==> src/rtl/id_ctrl_stage_pkg.sv <==
// Shared decode types for the ID control stage: ALU operation codes, opcode
// constants, immediate/result source selects and the packed control word.
package id_ctrl_stage_pkg;

  typedef enum logic [4:0] {
    ALU_ADD       = 5'b00000,
    ALU_SUB       = 5'b00001,
    ALU_AND       = 5'b00010,
    ALU_OR        = 5'b00011,
    ALU_XOR       = 5'b00100,
    ALU_SLL       = 5'b00101,
    ALU_SRL       = 5'b00110,
    ALU_SRA       = 5'b00111,
    ALU_ADDW      = 5'b01000,
    ALU_SUBW      = 5'b01001,
    ALU_SLT       = 5'b01010,
    ALU_SLTU      = 5'b01011,
    ALU_SLLW      = 5'b01100,
    ALU_SRLW      = 5'b01101,
    ALU_SRAW      = 5'b01110,
    ALU_SH1ADD    = 5'b10000,
    ALU_SH2ADD    = 5'b10001,
    ALU_SH3ADD    = 5'b10010,
    ALU_ADD_UW    = 5'b10011,
    ALU_SH1ADD_UW = 5'b10100,
    ALU_SH2ADD_UW = 5'b10101,
    ALU_SH3ADD_UW = 5'b10110
  } alu_op_t;

  localparam logic [6:0] OPC_LOAD     = 7'b0000011;
  localparam logic [6:0] OPC_STORE    = 7'b0100011;
  localparam logic [6:0] OPC_OP       = 7'b0110011;
  localparam logic [6:0] OPC_OP32     = 7'b0111011;
  localparam logic [6:0] OPC_OPIMM    = 7'b0010011;
  localparam logic [6:0] OPC_OPIMM32  = 7'b0011011;
  localparam logic [6:0] OPC_LUI      = 7'b0110111;
  localparam logic [6:0] OPC_AUIPC    = 7'b0010111;
  localparam logic [6:0] OPC_BRANCH   = 7'b1100011;
  localparam logic [6:0] OPC_JAL      = 7'b1101111;
  localparam logic [6:0] OPC_JALR     = 7'b1100111;

  localparam logic [2:0] IMM_I = 3'b000;
  localparam logic [2:0] IMM_S = 3'b001;
  localparam logic [2:0] IMM_B = 3'b010;
  localparam logic [2:0] IMM_U = 3'b011;
  localparam logic [2:0] IMM_J = 3'b100;

  localparam logic [1:0] RES_ALU = 2'b00;
  localparam logic [1:0] RES_MEM = 2'b01;
  localparam logic [1:0] RES_PC4 = 2'b10;
  localparam logic [1:0] RES_IMM = 2'b11;

  typedef struct packed {
    logic [1:0] result_src;
    logic       mem_write;
    logic       alu_src;
    logic       a_src_pc;
    logic [2:0] imm_src;
    logic       reg_write;
    alu_op_t    alu_control;
    logic       branch;
    logic       jump;
    logic       is_jalr;
    logic       illegal;
  } ctrl_t;

endpackage

==> src/rtl/id_ctrl_stage_decode.sv <==
// Combinational RV64I(+W, +Zba) control decoder: raw instruction to ctrl_t.
module ctrl_decode
  import id_ctrl_stage_pkg::*;
#(
  parameter int EN_ZBA   = 1,
  parameter int EN_RV64W = 1
) (
  input  logic [31:0] instr,
  output ctrl_t       ctrl
);

  logic [6:0] opcode;
  logic [2:0] funct3;
  logic [6:0] funct7;
  logic [5:0] funct6;
  logic       legal;
  ctrl_t      c;
  logic       unused_fields;

  assign opcode = instr[6:0];
  assign funct3 = instr[14:12];
  assign funct7 = instr[31:25];
  assign funct6 = instr[31:26];
  assign unused_fields = ^{instr[24:15], instr[11:7]};

  always_comb begin
    c = '0;
    c.alu_control = ALU_ADD;
    legal = 1'b1;
    case (opcode)
      OPC_LOAD: begin
        c.reg_write = 1'b1; c.alu_src = 1'b1;
        c.imm_src = IMM_I; c.result_src = RES_MEM;
        legal = (funct3 != 3'b111);
      end
      OPC_STORE: begin
        c.mem_write = 1'b1; c.alu_src = 1'b1; c.imm_src = IMM_S;
        legal = !funct3[2];
      end
      OPC_OP: begin
        c.reg_write = 1'b1;
        case (funct7)
          7'b0000000: begin
            case (funct3)
              3'b000: c.alu_control = ALU_ADD;
              3'b001: c.alu_control = ALU_SLL;
              3'b010: c.alu_control = ALU_SLT;
              3'b011: c.alu_control = ALU_SLTU;
              3'b100: c.alu_control = ALU_XOR;
              3'b101: c.alu_control = ALU_SRL;
              3'b110: c.alu_control = ALU_OR;
              3'b111: c.alu_control = ALU_AND;
            endcase
          end
          7'b0100000: begin
            if (funct3 == 3'b000)      c.alu_control = ALU_SUB;
            else if (funct3 == 3'b101) c.alu_control = ALU_SRA;
            else                       legal = 1'b0;
          end
          7'b0010000: begin
            if (EN_ZBA != 0 && funct3 == 3'b010)      c.alu_control = ALU_SH1ADD;
            else if (EN_ZBA != 0 && funct3 == 3'b100) c.alu_control = ALU_SH2ADD;
            else if (EN_ZBA != 0 && funct3 == 3'b110) c.alu_control = ALU_SH3ADD;
            else                                      legal = 1'b0;
          end
          default: legal = 1'b0;
        endcase
      end
      OPC_OPIMM: begin
        c.reg_write = 1'b1; c.alu_src = 1'b1; c.imm_src = IMM_I;
        // RV64 immediate shifts carry a 6-bit shamt, so only instr[31:26] qualifies them
        case (funct3)
          3'b000: c.alu_control = ALU_ADD;
          3'b001: begin c.alu_control = ALU_SLL; legal = (funct6 == 6'b000000); end
          3'b010: c.alu_control = ALU_SLT;
          3'b011: c.alu_control = ALU_SLTU;
          3'b100: c.alu_control = ALU_XOR;
          3'b101: begin
            if (funct6 == 6'b000000)      c.alu_control = ALU_SRL;
            else if (funct6 == 6'b010000) c.alu_control = ALU_SRA;
            else                          legal = 1'b0;
          end
          3'b110: c.alu_control = ALU_OR;
          3'b111: c.alu_control = ALU_AND;
        endcase
      end
      OPC_OPIMM32: begin
        c.reg_write = 1'b1; c.alu_src = 1'b1; c.imm_src = IMM_I;
        if (EN_RV64W == 0)                                  legal = 1'b0;
        else if (funct3 == 3'b000)                          c.alu_control = ALU_ADDW;
        else if (funct3 == 3'b001 && funct7 == 7'b0000000)  c.alu_control = ALU_SLLW;
        else if (funct3 == 3'b101 && funct7 == 7'b0000000)  c.alu_control = ALU_SRLW;
        else if (funct3 == 3'b101 && funct7 == 7'b0100000)  c.alu_control = ALU_SRAW;
        else                                                legal = 1'b0;
      end
      OPC_OP32: begin
        c.reg_write = 1'b1;
        if (EN_RV64W == 0)                                  legal = 1'b0;
        else if (funct7 == 7'b0000000 && funct3 == 3'b000)  c.alu_control = ALU_ADDW;
        else if (funct7 == 7'b0000000 && funct3 == 3'b001)  c.alu_control = ALU_SLLW;
        else if (funct7 == 7'b0000000 && funct3 == 3'b101)  c.alu_control = ALU_SRLW;
        else if (funct7 == 7'b0100000 && funct3 == 3'b000)  c.alu_control = ALU_SUBW;
        else if (funct7 == 7'b0100000 && funct3 == 3'b101)  c.alu_control = ALU_SRAW;
        else if (EN_ZBA != 0 && funct7 == 7'b0000100 && funct3 == 3'b000) c.alu_control = ALU_ADD_UW;
        else if (EN_ZBA != 0 && funct7 == 7'b0010000 && funct3 == 3'b010) c.alu_control = ALU_SH1ADD_UW;
        else if (EN_ZBA != 0 && funct7 == 7'b0010000 && funct3 == 3'b100) c.alu_control = ALU_SH2ADD_UW;
        else if (EN_ZBA != 0 && funct7 == 7'b0010000 && funct3 == 3'b110) c.alu_control = ALU_SH3ADD_UW;
        else                                                legal = 1'b0;
      end
      OPC_LUI: begin
        c.reg_write = 1'b1; c.imm_src = IMM_U; c.result_src = RES_IMM;
      end
      OPC_AUIPC: begin
        c.reg_write = 1'b1; c.imm_src = IMM_U; c.alu_src = 1'b1; c.a_src_pc = 1'b1;
      end
      OPC_BRANCH: begin
        c.branch = 1'b1; c.imm_src = IMM_B;
        case (funct3)
          3'b000, 3'b001: c.alu_control = ALU_SUB;
          3'b100, 3'b101: c.alu_control = ALU_SLT;
          3'b110, 3'b111: c.alu_control = ALU_SLTU;
          default:        legal = 1'b0;
        endcase
      end
      OPC_JAL: begin
        c.reg_write = 1'b1; c.imm_src = IMM_J; c.result_src = RES_PC4; c.jump = 1'b1;
      end
      OPC_JALR: begin
        c.reg_write = 1'b1; c.alu_src = 1'b1; c.imm_src = IMM_I;
        c.result_src = RES_PC4; c.jump = 1'b1; c.is_jalr = 1'b1;
        legal = (funct3 == 3'b000);
      end
      default: legal = 1'b0;
    endcase
    // An illegal encoding must not cause any architectural side effect downstream
    if (!legal) begin
      c = '0;
      c.illegal = 1'b1;
    end
  end

  assign ctrl = c;

endmodule

==> src/rtl/id_ctrl_stage.sv <==
// Decode stage: combinational control decode feeding a main+skid buffer with
// registered-only in_ready, strict ordering and flush/reset discard.
module id_ctrl_stage
  import id_ctrl_stage_pkg::*;
#(
  parameter int XLEN     = 64,
  parameter int EN_ZBA   = 1,
  parameter int EN_RV64W = 1
) (
  input  logic            clk,
  input  logic            rst,
  input  logic            flush,
  input  logic            in_valid,
  output logic            in_ready,
  input  logic [31:0]     instr,
  input  logic [XLEN-1:0] pc,
  output logic            out_valid,
  input  logic            out_ready,
  output logic [XLEN-1:0] out_pc,
  output logic [31:0]     out_instr,
  output logic [1:0]      ResultSrc,
  output logic            MemWrite,
  output logic            ALUSrc,
  output logic            ASrcPC,
  output logic [2:0]      ImmSrc,
  output logic            RegWrite,
  output logic [4:0]      ALUControl,
  output logic            Branch,
  output logic            Jump,
  output logic            is_jalr,
  output logic            illegal
);

  ctrl_t            ctrl_p0;
  logic             vld_p1;
  ctrl_t            ctrl_p1;
  logic [XLEN-1:0]  pc_p1;
  logic [31:0]      instr_p1;
  logic             skid_vld_p1;
  ctrl_t            skid_ctrl_p1;
  logic [XLEN-1:0]  skid_pc_p1;
  logic [31:0]      skid_instr_p1;
  logic             accept;
  logic             take_main;
  logic             load_main_skid;
  logic             load_main_in;
  logic             load_skid;

  ctrl_decode #(
    .EN_ZBA   (EN_ZBA),
    .EN_RV64W (EN_RV64W)
  ) u_decode (
    .instr (instr),
    .ctrl  (ctrl_p0)
  );

  assign in_ready       = !rst && !skid_vld_p1;
  assign accept         = in_valid && in_ready;
  assign take_main      = !vld_p1 || out_ready;
  assign load_main_skid = take_main && skid_vld_p1;
  assign load_main_in   = take_main && !skid_vld_p1 && accept;
  assign load_skid      = !take_main && accept;

  // ---- p0 -> p1: main/skid buffer control ----
  always_ff @(posedge clk) begin
    if (rst) begin
      vld_p1       <= 1'b0;
      skid_vld_p1  <= 1'b0;
      ctrl_p1      <= '0;
      skid_ctrl_p1 <= '0;
    end else begin
      if (load_main_skid)    ctrl_p1 <= skid_ctrl_p1;
      else if (load_main_in) ctrl_p1 <= ctrl_p0;
      if (load_skid)         skid_ctrl_p1 <= ctrl_p0;
      if (flush) begin
        vld_p1      <= 1'b0;
        skid_vld_p1 <= 1'b0;
      end else if (take_main) begin
        vld_p1      <= skid_vld_p1 || accept;
        skid_vld_p1 <= 1'b0;
      end else if (accept) begin
        skid_vld_p1 <= 1'b1;
      end
    end
  end

  always_ff @(posedge clk) begin
    if (load_main_skid) begin
      pc_p1    <= skid_pc_p1;
      instr_p1 <= skid_instr_p1;
    end else if (load_main_in) begin
      pc_p1    <= pc;
      instr_p1 <= instr;
    end
    if (load_skid) begin
      skid_pc_p1    <= pc;
      skid_instr_p1 <= instr;
    end
  end

  assign out_valid  = vld_p1;
  assign out_pc     = pc_p1;
  assign out_instr  = instr_p1;
  assign ResultSrc  = ctrl_p1.result_src;
  assign MemWrite   = ctrl_p1.mem_write;
  assign ALUSrc     = ctrl_p1.alu_src;
  assign ASrcPC     = ctrl_p1.a_src_pc;
  assign ImmSrc     = ctrl_p1.imm_src;
  assign RegWrite   = ctrl_p1.reg_write;
  assign ALUControl = ctrl_p1.alu_control;
  assign Branch     = ctrl_p1.branch;
  assign Jump       = ctrl_p1.jump;
  assign is_jalr    = ctrl_p1.is_jalr;
  assign illegal    = ctrl_p1.illegal;

endmodule

==> config.mk <==
export PLATFORM = sky130hd
export DESIGN_NAME = id_ctrl_stage
export DESIGN_NICKNAME = d
export VERILOG_FILES = /design/src/rtl/id_ctrl_stage_pkg.sv /design/src/rtl/id_ctrl_stage_decode.sv /design/src/rtl/id_ctrl_stage.sv
export SDC_FILE = /design/constraint.sdc
export NUM_CORES = 1
export LEC_CHECK = 0
export CORE_ASPECT_RATIO = 1.2
export CORE_MARGIN = 2
export CORE_UTILIZATION = 45
export CTS_CLUSTER_DIAMETER = 60
export CTS_CLUSTER_SIZE = 14
export DETAILED_ROUTE_END_ITERATION = 8
export PLACE_DENSITY = 0.76
export SYNTH_ARGS = -nofsm -noshare
export SYNTH_HDL_FRONTEND = slang
export SYNTH_SLANG_ARGS = --single-unit
==> constraint.sdc <==
create_clock -name clk -period 7.1 [get_ports clk]
set_input_delay 1.42 -clock clk [delete_from_list [all_inputs] [get_ports clk]]
set_output_delay 1.42 -clock clk [all_outputs]
set_load 0.02 [all_outputs]
==> flow_metrics.tcl, run 1 <==
set metrics [dict create \
    status "completed" \
    fp.dieH_um 162 \
    path_cells "clkdlybuf4s50_1 > buf_4 > nor2_1 > clkdlybuf4s50_1" \
    fp.dieW_um 136 \
    maxCapViolCount 0 \
    hold_viol_final 0 \
    cts_sinks 230 \
    critical_path.slowest_cell "clkdlybuf4s50_1" \
    cts-root-buf "clkbuf_16" \
    worst-setup-path-type "in2out" \
    grt_max_degree 98 \
    nets 1130 \
    core_region_area_um2 20300 \
    fin_skew_ns 0.0161 \
    ys.flop_type "edfxtp_1" \
    ant_nets 0 \
    required_ns 5.68 \
    dieArea_um2 22000 \
    finalSetupTns_ns 0 \
    wl_per_cell_um 17.8 \
    gp_congestion 0.923 \
    cpMostUsedCell "clkdlybuf4s50_1" \
    synthArstFlopShare_pct 0 \
    ctsHtreeMaxLevel 1 \
    crit_family "buffers and inverters" \
    syn2layout_area_growth_pct 31.4 \
    finalMaxSlewViolations 0 \
    yosysTopAreaCellShare_pct 61.5 \
    pin_count 217 \
    crit_buf_inv 3 \
    worstHoldPathType "reg2reg" \
    crit_arrival_ns 2.89 \
    syn_nets 936 \
    max_freq_mhz 232 \
    end_kind "primary output" \
    rows 57 \
    layout_min_cycle_time_ns 4.31 \
    postCtsHoldBufs 0 \
    clk_pin_slew_ns 0.07 \
    cp-start-kind "input port" \
    hpwl_mm 15.3 \
    via_per_inst 5.32 \
    n_fill_cell 1653 \
    io_buffers 216 \
    maxSlewHeadroom_pct 19.7 \
    layout-drive-gt1-share_pct 4.15 \
    synthCells 835 \
    ys_ff_latch 230 \
    post-route-period-util_pct 60.7 \
    cts_buffers 20 \
    insertion_delay_ns 0.49 \
    regArea_um2 6530 \
    globalRouteOverflowTotal 0 \
    syn_area_per_cell_um2 11.2 \
    route.detailed.drc 0 \
    grt_usage_pct 20.6 \
    multi_input_area_um2 2630 \
    yosysUniqueCellTypes 66 \
    grt_setup_unrepaired "no" \
    ir_drop_mv 0.158 \
    grt_pass1_wl_mm 35.9 \
    pwr_density_cell_nw_per_um2 224 \
    antenna_found_initial 0 \
    layoutNonFillerInstCount 1302 \
    syn_area_um2 9380 \
    cts_tree "built" \
    yosys-top-cells-area "edfxtp_1 (61%), nand2_1 (12%), dfxtp_1 (8.1%)" \
    yosysWarnings 0 \
    wirelength_mm 23.1 \
    yosysSeqAreaShare_pct 69.6 \
    total_leakage_power_nw 4.42 \
    post_cts_buffers 0 \
    initial_core_util_pct 46.1 \
    clk_path_buf_depth 3 \
    dr.pass1.iters 4 \
    tightest_slew_ns 1.19 \
    cp_max_fo 32 \
    drt-initial-drc-count 687 \
    synth_edf_count 192 \
    grt_pass1_vias 6660 \
    post_cts_resized 0 \
    critPathMaxStageDelay_ns 0.57 \
    synth_top_cell_by_area "edfxtp_1" \
    dp.cells 1272 \
    setup_viol_count_final 0 \
    via_count 6930 \
    insertedDiodeCount 0 \
]
-- layout make-up --
type / count / share of cell area (%)
sequential: 230 / 53.0
multi-input combinational: 542 / 21.3
timing repair buffer: 222 / 18.0
clock buffer: 29 / 4.51
tap: 265 / 2.69
inverter: 13 / 0.437
clock inverter: 1 / 0.0711
-- worst paths after layout --
path                                       from                             to  slack (ns)  depth (start not counted)
setup / recovery                            rst                       in_ready        2.79                          4
hold / removal    skid_ctrl_p1[14]$_SDFFE_PP0P_  skid_ctrl_p1[14]$_SDFFE_PP0P_        0.46                          2
hold reg to reg   skid_ctrl_p1[14]$_SDFFE_PP0P_  skid_ctrl_p1[14]$_SDFFE_PP0P_        0.46                          2
setup reg to reg         out_valid$_SDFFE_PP0N_       skid_pc_p1[30]$_DFFE_PP_        4.05                          4
-- cells in the mapped netlist (2+ instances only) --
| cell | n |
|---|---|
| nand3_1 | 10 |
| a32oi_1 | 4 |
| o2111ai_1 | 2 |
| a221oi_1 | 3 |
| and3b_1 | 3 |
| a31oi_1 | 2 |
| buf_2 | 2 |
| nand2b_1 | 8 |
| nand3b_1 | 2 |
| and3_1 | 3 |
| or3b_2 | 3 |
| o22ai_1 | 8 |
| o211ai_1 | 10 |
| nor3_1 | 14 |
| dfxtp_1 | 38 |
| buf_1 | 5 |
| or4_1 | 2 |
| o21a_1 | 2 |
| a21oi_1 | 31 |
| a211oi_1 | 5 |
| nor2_1 | 39 |
| inv_1 | 12 |
| a22oi_1 | 2 |
| o21ai_0 | 19 |
| or3_1 | 3 |
| clkbuf_1 | 43 |
| nor2b_1 | 6 |
| o21ai_1 | 2 |
| nor4_1 | 4 |
| o221ai_1 | 3 |
| edfxtp_1 | 192 |
| nand4_1 | 5 |
| nand2_1 | 308 |
| nor4b_1 | 2 |
| nor3b_1 | 2 |
| and2_1 | 2 |
| o31ai_1 | 5 |
-- sequential cells by signal, summed over array words and instances, names as in the netlist, 2 cells and up --
signal,cells
ALUControl,5
skid_instr_p1,32
out_instr,32
skid_pc_p1,64
ResultSrc,2
out_pc,64
skid_ctrl_p1,18
ImmSrc,3
-- kinds of logic after synthesis --
group	count (synthesis)	synth area share (%)
AOI/OAI and AO/OA	114	8.18
buffers and inverters	63	2.55
DFF	230	69.6
muxes	2	0.227
and+or+nand+nor	426	19.5
-- metal layers --
metal	vias up	share of wire, %	GRT usage, %	wire length, um
met1	3300	39	26.0	9100
li1	3333	-	-	-
met2	256	52	36.8	12100
met3	41	5.8	2.40	1340
met5	-	0	0	0
met4	0	2.7	6.82	620
-- layout by cell type (no fill, tap or decap), drive strengths merged, types with 4 or more instances in the layout --
master and count:
a211oi 5, a21oi 31, a32oi 4, buf 6
clkbuf 29, clkdlybuf4s50 216, dfxtp 38, edfxtp 192
inv 14, nand2 308, nand2b 8, nand3 10
nand4 6, nor2 40, nor2b 6, nor3 15
nor4 4, o211ai 10, o21ai 21, o22ai 8
o31ai 5
-- per-stage QoR --
stage | total power [mW] | hold slack, ns | setup slack (ns) | util (%) | instance area (um^2)
floorplan | 1.65 | 0.427 | 1.57 | - | 9380
global placement | 1.79 | 0.435 | 2.55 | 57.8 | 11800
detailed placement | 1.79 | 0.444 | 2.52 | 57.8 | 11800
CTS | 2.78 | 0.454 | 2.80 | 60.6 | 12300
global route | 2.85 | 0.478 | 2.71 | 60.6 | 12300
finish | 2.76 | 0.455 | 2.79 | 60.6 | 12300
-- power breakdown --
group,switching [mW],internal (mW),total (mW)
clock network,0.451,0.540,0.992
logic,0.138,0.118,0.256
registers,0.00970,1.50,1.51
total,0.599,2.16,2.76
-- worst reg2reg max path: stages, from the launching register on --
cell and delay, ns:
dfxtp_1 0.34, nor2b_1 0.31, nand3_1 0.75, inv_4 0.95
buf_12 0.35
Power figures use the tool's default switching activity.
==> run 2: changes to the inputs <==
--- a/config.mk
+++ b/config.mk
@@ -11,7 +11,7 @@
 export CTS_CLUSTER_DIAMETER = 60
 export CTS_CLUSTER_SIZE = 14
 export DETAILED_ROUTE_END_ITERATION = 8
-export PLACE_DENSITY = 0.76
+export PLACE_DENSITY = 0.79
 export SYNTH_ARGS = -nofsm -noshare
 export SYNTH_HDL_FRONTEND = slang
 export SYNTH_SLANG_ARGS = --single-unit
==> constraint.sdc (replaced) <==
create_clock -name clk -period 3.9 [get_ports clk]
set_input_delay 0.78 -clock clk [delete_from_list [all_inputs] [get_ports clk]]
set_output_delay 0.78 -clock clk [all_outputs]
set_load 0.02 [all_outputs]
==> flow_metrics.tcl, run 2 (synthesis results as in run 1) <==
set metrics [dict create \
    cp-start-kind "input port" \
    switchingPower_mw 1.07 \
    p_sw_share_pct 21.4 \
    ir_drop_mv 0.264 \
    p_clk_share_pct 35.8 \
    seq_power_share_pct 54.8 \
    fp.dieW_um 136 \
    cts_tree "built" \
    crit_arrival_ns 3.27 \
    syn2layout_area_growth_pct 32.7 \
    cp_max_fo 15 \
    clk_pin_slew_ns 0.06 \
    globalRouteOverflowTotal 0 \
    placed_area_um2 11900 \
    post_cts_buffers 0 \
    hpwl_mm 15.9 \
    path_cells "clkdlybuf4s50_1 > or3b_2 > nor4_1 > o21ai_0 > nand4_2 > nor2_1 > o311a_1" \
    rows 57 \
    wl_per_cell_um 17.5 \
    fin_area_um2 12400 \
    io_buffers 216 \
    clk_path_buf_depth 3 \
    critPathMaxStageDelay_ns 0.71 \
    tightest_slew_ns 0.996 \
    pin_count 217 \
    ant_nets 0 \
    post_cts_resized 0 \
    cts-root-buf "clkbuf_16" \
    maxSlewHeadroom_pct 33.6 \
    layout_min_cycle_time_ns 2.90 \
    via_per_inst 5.31 \
    pwr_density_cell_nw_per_um2 402 \
    finalSetupTns_ns 0 \
    via_count 6993 \
    required_ns 4.27 \
    grt_setup_unrepaired "no" \
    cts_sinks 230 \
    antenna_found_initial 0 \
    ctsHtreeMaxLevel 1 \
    insertedDiodeCount 0 \
    cts_buffers 20 \
    worst-setup-path-type "in2reg" \
    hold_viol_final 0 \
    grt_max_degree 78 \
    postCtsHoldBufs 0 \
    maxCapViolCount 0 \
    end_kind "register" \
    wirelength_mm 23.1 \
    total_leakage_power_nw 4.49 \
    route.detailed.drc 0 \
    layout-drive-gt1-share_pct 5.42 \
    fin_skew_ns 0.0104 \
    dieArea_um2 22000 \
    grt_pass1_wl_mm 36.2 \
    p_comb_share_pct 9.4 \
    final_common_cell "nand2_1" \
    setup_viol_count_final 0 \
    max_freq_mhz 345 \
    n_fill_cell 1673 \
    multi_input_area_um2 2630 \
    fp.dieH_um 162 \
    initial_core_util_pct 46.1 \
    intPower_mw 3.94 \
    core_region_area_um2 20300 \
    dr.pass1.iters 5 \
    grt_pass1_vias 6867 \
    p_total_mw 5.01 \
    finalMaxSlewViolations 0 \
    gp_congestion 0.844 \
    grt_usage_pct 20.8 \
    worstHoldPathType "reg2reg" \
    post-route-period-util_pct 74.4 \
    insertion_delay_ns 0.48 \
    drt-initial-drc-count 471 \
    regArea_um2 6530 \
    layout_common_cells "nand2_1 (307), clkdlybuf4s50_1 (216), edfxtp_1 (192)" \
    status "completed" \
    critical_path.slowest_cell "clkdlybuf4s50_1" \
    nets 1144 \
]
-- run 2: changes by cell type in the layout (fill, tap and decap cells not counted), sizes merged --
cell and delta:
buf +14, clkbuf +1
-- run 2: per-stage QoR --
step / util (%) / worst slack [ns] / hold WS (ns) / std cells
global placement: 58.4 / 0.486 / 0.437 / 1286
detailed placement: 58.4 / 0.515 / 0.446 / 1286
floorplan: - / 0.481 / 0.427 / 835
global route: 61.2 / 0.768 / 0.475 / 1317
CTS: 61.2 / 1.04 / 0.455 / 1317
finish: 61.2 / 1.00 / 0.453 / 1317
-- run 2: power by group through the flow --
stage / clock [mW] / combinational, mW / sequential (mW)
floorplan: 0 / 0.139 / 2.87
global placement: 0 / 0.464 / 2.80
detailed placement: 0 / 0.470 / 2.80
CTS: 1.84 / 0.473 / 2.75
global route: 1.92 / 0.508 / 2.75
finish: 1.79 / 0.471 / 2.75
-- run 2: layout make-up --
type                       count  area share [%]
sequential                   230            52.4
multi-input combinational    542            21.1
timing repair buffer         236            18.8
clock buffer                  30            4.49
tap                          265            2.66
inverter                      13           0.432
clock inverter                 1          0.0704
-- run 2: worst max-delay path, delay by kind of cell --
family	cells	cell delay (ns)
compound gates	2	0.45
buf+inv	1	0.71
simple gates	4	1.32
-- run 2: final timing paths --
check / slack (ns) / startpoint / end / cells after the start
worst max-delay path: 1.0 / instr[30] / illegal$_SDFFE_PP0P_ / 7
worst min-delay path: 0.45 / skid_ctrl_p1[12]$_SDFFE_PP0P_ / skid_ctrl_p1[12]$_SDFFE_PP0P_ / 2
worst max register to register: 1.51 / skid_vld_p1$_SDFFE_PP0P_ / out_instr[19]$_DFFE_PP_ / 3
worst min register to register: 0.45 / skid_ctrl_p1[12]$_SDFFE_PP0P_ / skid_ctrl_p1[12]$_SDFFE_PP0P_ / 2
-- run 2: metal layers --
metal	share of wire (%)	GRT usage, %
met4	4.1	8.76
met3	6.0	2.78
met1	39	26.4
met2	51	35.7
met5	0	0
==> run 3: changes to the inputs <==
==> constraint.sdc (replaced) <==
create_clock -name clk -period 2.4 [get_ports clk]
set_input_delay 0.48 -clock clk [delete_from_list [all_inputs] [get_ports clk]]
set_output_delay 0.48 -clock clk [all_outputs]
set_load 0.02 [all_outputs]
==> flow_metrics.tcl, run 3 (synthesis results as in run 1) <==
set metrics [dict create \
    postCtsHoldBufs 0 \
    n_fill_cell 1592 \
    critical_path.slowest_cell "or4_4" \
    max_freq_mhz 425 \
    core_region_area_um2 20300 \
    r2r_end "out_instr[27]$_DFFE_PP_" \
    wl_met3_mm 1.54 \
    wl_per_cell_um 16.9 \
    path_cells "clkdlybuf4s50_1 > or4_4 > buf_4 > or2_4 > o41a_1 > o211a_1 > o31ai_1" \
    layout_common_cells "nand2_1 (307), clkdlybuf4s50_1 (216), edfxtp_1 (192)" \
    setup_viol_count_final 0 \
    top_layer "met4" \
    hp-start "skid_ctrl_p1[14]$_SDFFE_PP0P_" \
    dieArea_um2 22000 \
    reg2reg_from "out_valid$_SDFFE_PP0N_" \
    fp.dieH_um 162 \
    grt_max_degree 52 \
    route.detailed.drc 0 \
    hold_path_depth 2 \
    ant_nets 0 \
    tightest_slew_ns 0.423 \
    finalSetupTns_ns 0 \
    insertion_delay_ns 0.49 \
    critPathMaxStageDelay_ns 0.59 \
    dr.pass1.iters 5 \
    insertedDiodeCount 0 \
    pwr_density_cell_nw_per_um2 622 \
    cp-start-kind "input port" \
    fp.dieW_um 136 \
    crit_arrival_ns 2.77 \
    nets 1225 \
    globalRouteOverflowTotal 0 \
    cts_sinks 230 \
    initial_core_util_pct 46.1 \
    clk_path_buf_depth 3 \
    wirelength_mm 23.7 \
    antenna_found_initial 0 \
    hold_end "skid_ctrl_p1[14]$_SDFFE_PP0P_" \
    grt_usage_pct 20.8 \
    cts-root-buf "clkbuf_16" \
    status "completed" \
    maxSlewHeadroom_pct 71.5 \
    cts_tree "built" \
    io_buffers 216 \
    drt-met1-wl_mm 9.39 \
    wl_met2_mm 11.9 \
    finalMaxSlewViolations 0 \
    gp_congestion 0.917 \
    end_kind "register" \
    clk_pin_slew_ns 0.07 \
    cp_max_fo 4 \
    pin_count 217 \
    drt-initial-drc-count 602 \
    required_ns 2.81 \
    p_total_mw 8.21 \
    hold_viol_final 0 \
    ctsHtreeMaxLevel 1 \
    grt_pass1_vias 7029 \
    final_common_cell "nand2_1" \
    via_count 7264 \
    post-route-period-util_pct 98.0 \
    fin_skew_ns 0.0157 \
    via_per_inst 5.20 \
    crit_start "instr[31]" \
    ir_drop_mv 0.503 \
    worstHoldPathType "reg2reg" \
    worst-setup-path-type "in2reg" \
    grt_pass1_wl_mm 36.3 \
    r2r_setup_slack_ns 0.85 \
    reg2regPathDepth 7 \
    maxCapViolCount 0 \
    total_leakage_power_nw 4.93 \
    syn2layout_area_growth_pct 40.7 \
    rows 57 \
    hpwl_mm 16.8 \
    cts_buffers 20 \
    layout_min_cycle_time_ns 2.35 \
    layout-drive-gt1-share_pct 12.6 \
]
==> run 3: metal layers <==
layer	vias to the layer above	global-route usage [%]
met1	3425	26.3
li1	3526	-
met5	-	0
met3	48	2.84
met4	0	8.24
met2	265	36.3
==> run 3: how the worst max path moves through the flow <==
| stage | end | slack, ns |
|---|---|---|
| floorplan | skid_ctrl_p1[17]$_SDFFE_PP0P_ | 0.05 |
| global placement | illegal$_SDFFE_PP0P_ | -0.60 |
| finish | ALUControl[0]$_SDFFE_PP0P_ | 0.05 |
| global route | ALUControl[1]$_SDFFE_PP0P_ | -0.007 |
| CTS | ALUControl[1]$_SDFFE_PP0P_ | 0.02 |
| detailed placement | skid_ctrl_p1[17]$_SDFFE_PP0P_ | -0.65 |
==> run 3: cell type report <==
| type | instances | area, um^2 | area share, % |
|---|---|---|---|
| clock buffer | 28 | 552 | 4.18 |
| clock inverter | 3 | 12.5 | 0.0948 |
| inverter | 13 | 53.8 | 0.408 |
| multi-input combinational | 542 | 2680 | 20.3 |
| sequential | 230 | 6530 | 49.4 |
| tap | 265 | 332 | 2.51 |
| timing repair buffer | 317 | 3050 | 23.1 |
==> run 3: through the flow <==
step / hold WS, ns / cells / instance area, um^2 / setup WS [ns] / util [%]
after floorplan: 0.427 / 835 / 9390 / 0.0544 / -
after global placement: 0.435 / 1366 / 12600 / -0.603 / 61.9
after detailed placement: 0.441 / 1366 / 12600 / -0.648 / 61.9
after CTS: 0.450 / 1398 / 13200 / 0.0223 / 64.7
after global routing: 0.477 / 1398 / 13200 / -0.00677 / 64.9
final: 0.457 / 1398 / 13200 / 0.0470 / 64.9
==> run 3: where the power goes <==
part / leakage [nW] / switching, mW / internal, mW
combinational: 2.59 / 0.429 / 0.425
sequential: 2.07 / 0.0244 / 4.43
clock: 0.274 / 1.30 / 1.59
==> run 3: timing repair <==
action | 4_1_cts | 5_1_grt
endpoints found under the hold margin | 0 | 0
setup endpoints to repair | 11 | 8
buffers inserted | 1 | 0
resized for setup | 2 | 8
pin swaps | 1 | 4
==> run 3: critical path: cells and delay by family <==
family          cells  cell delay, ns
buf+inv             2            0.60
compound gates      3            0.84
simple gates        2            0.84
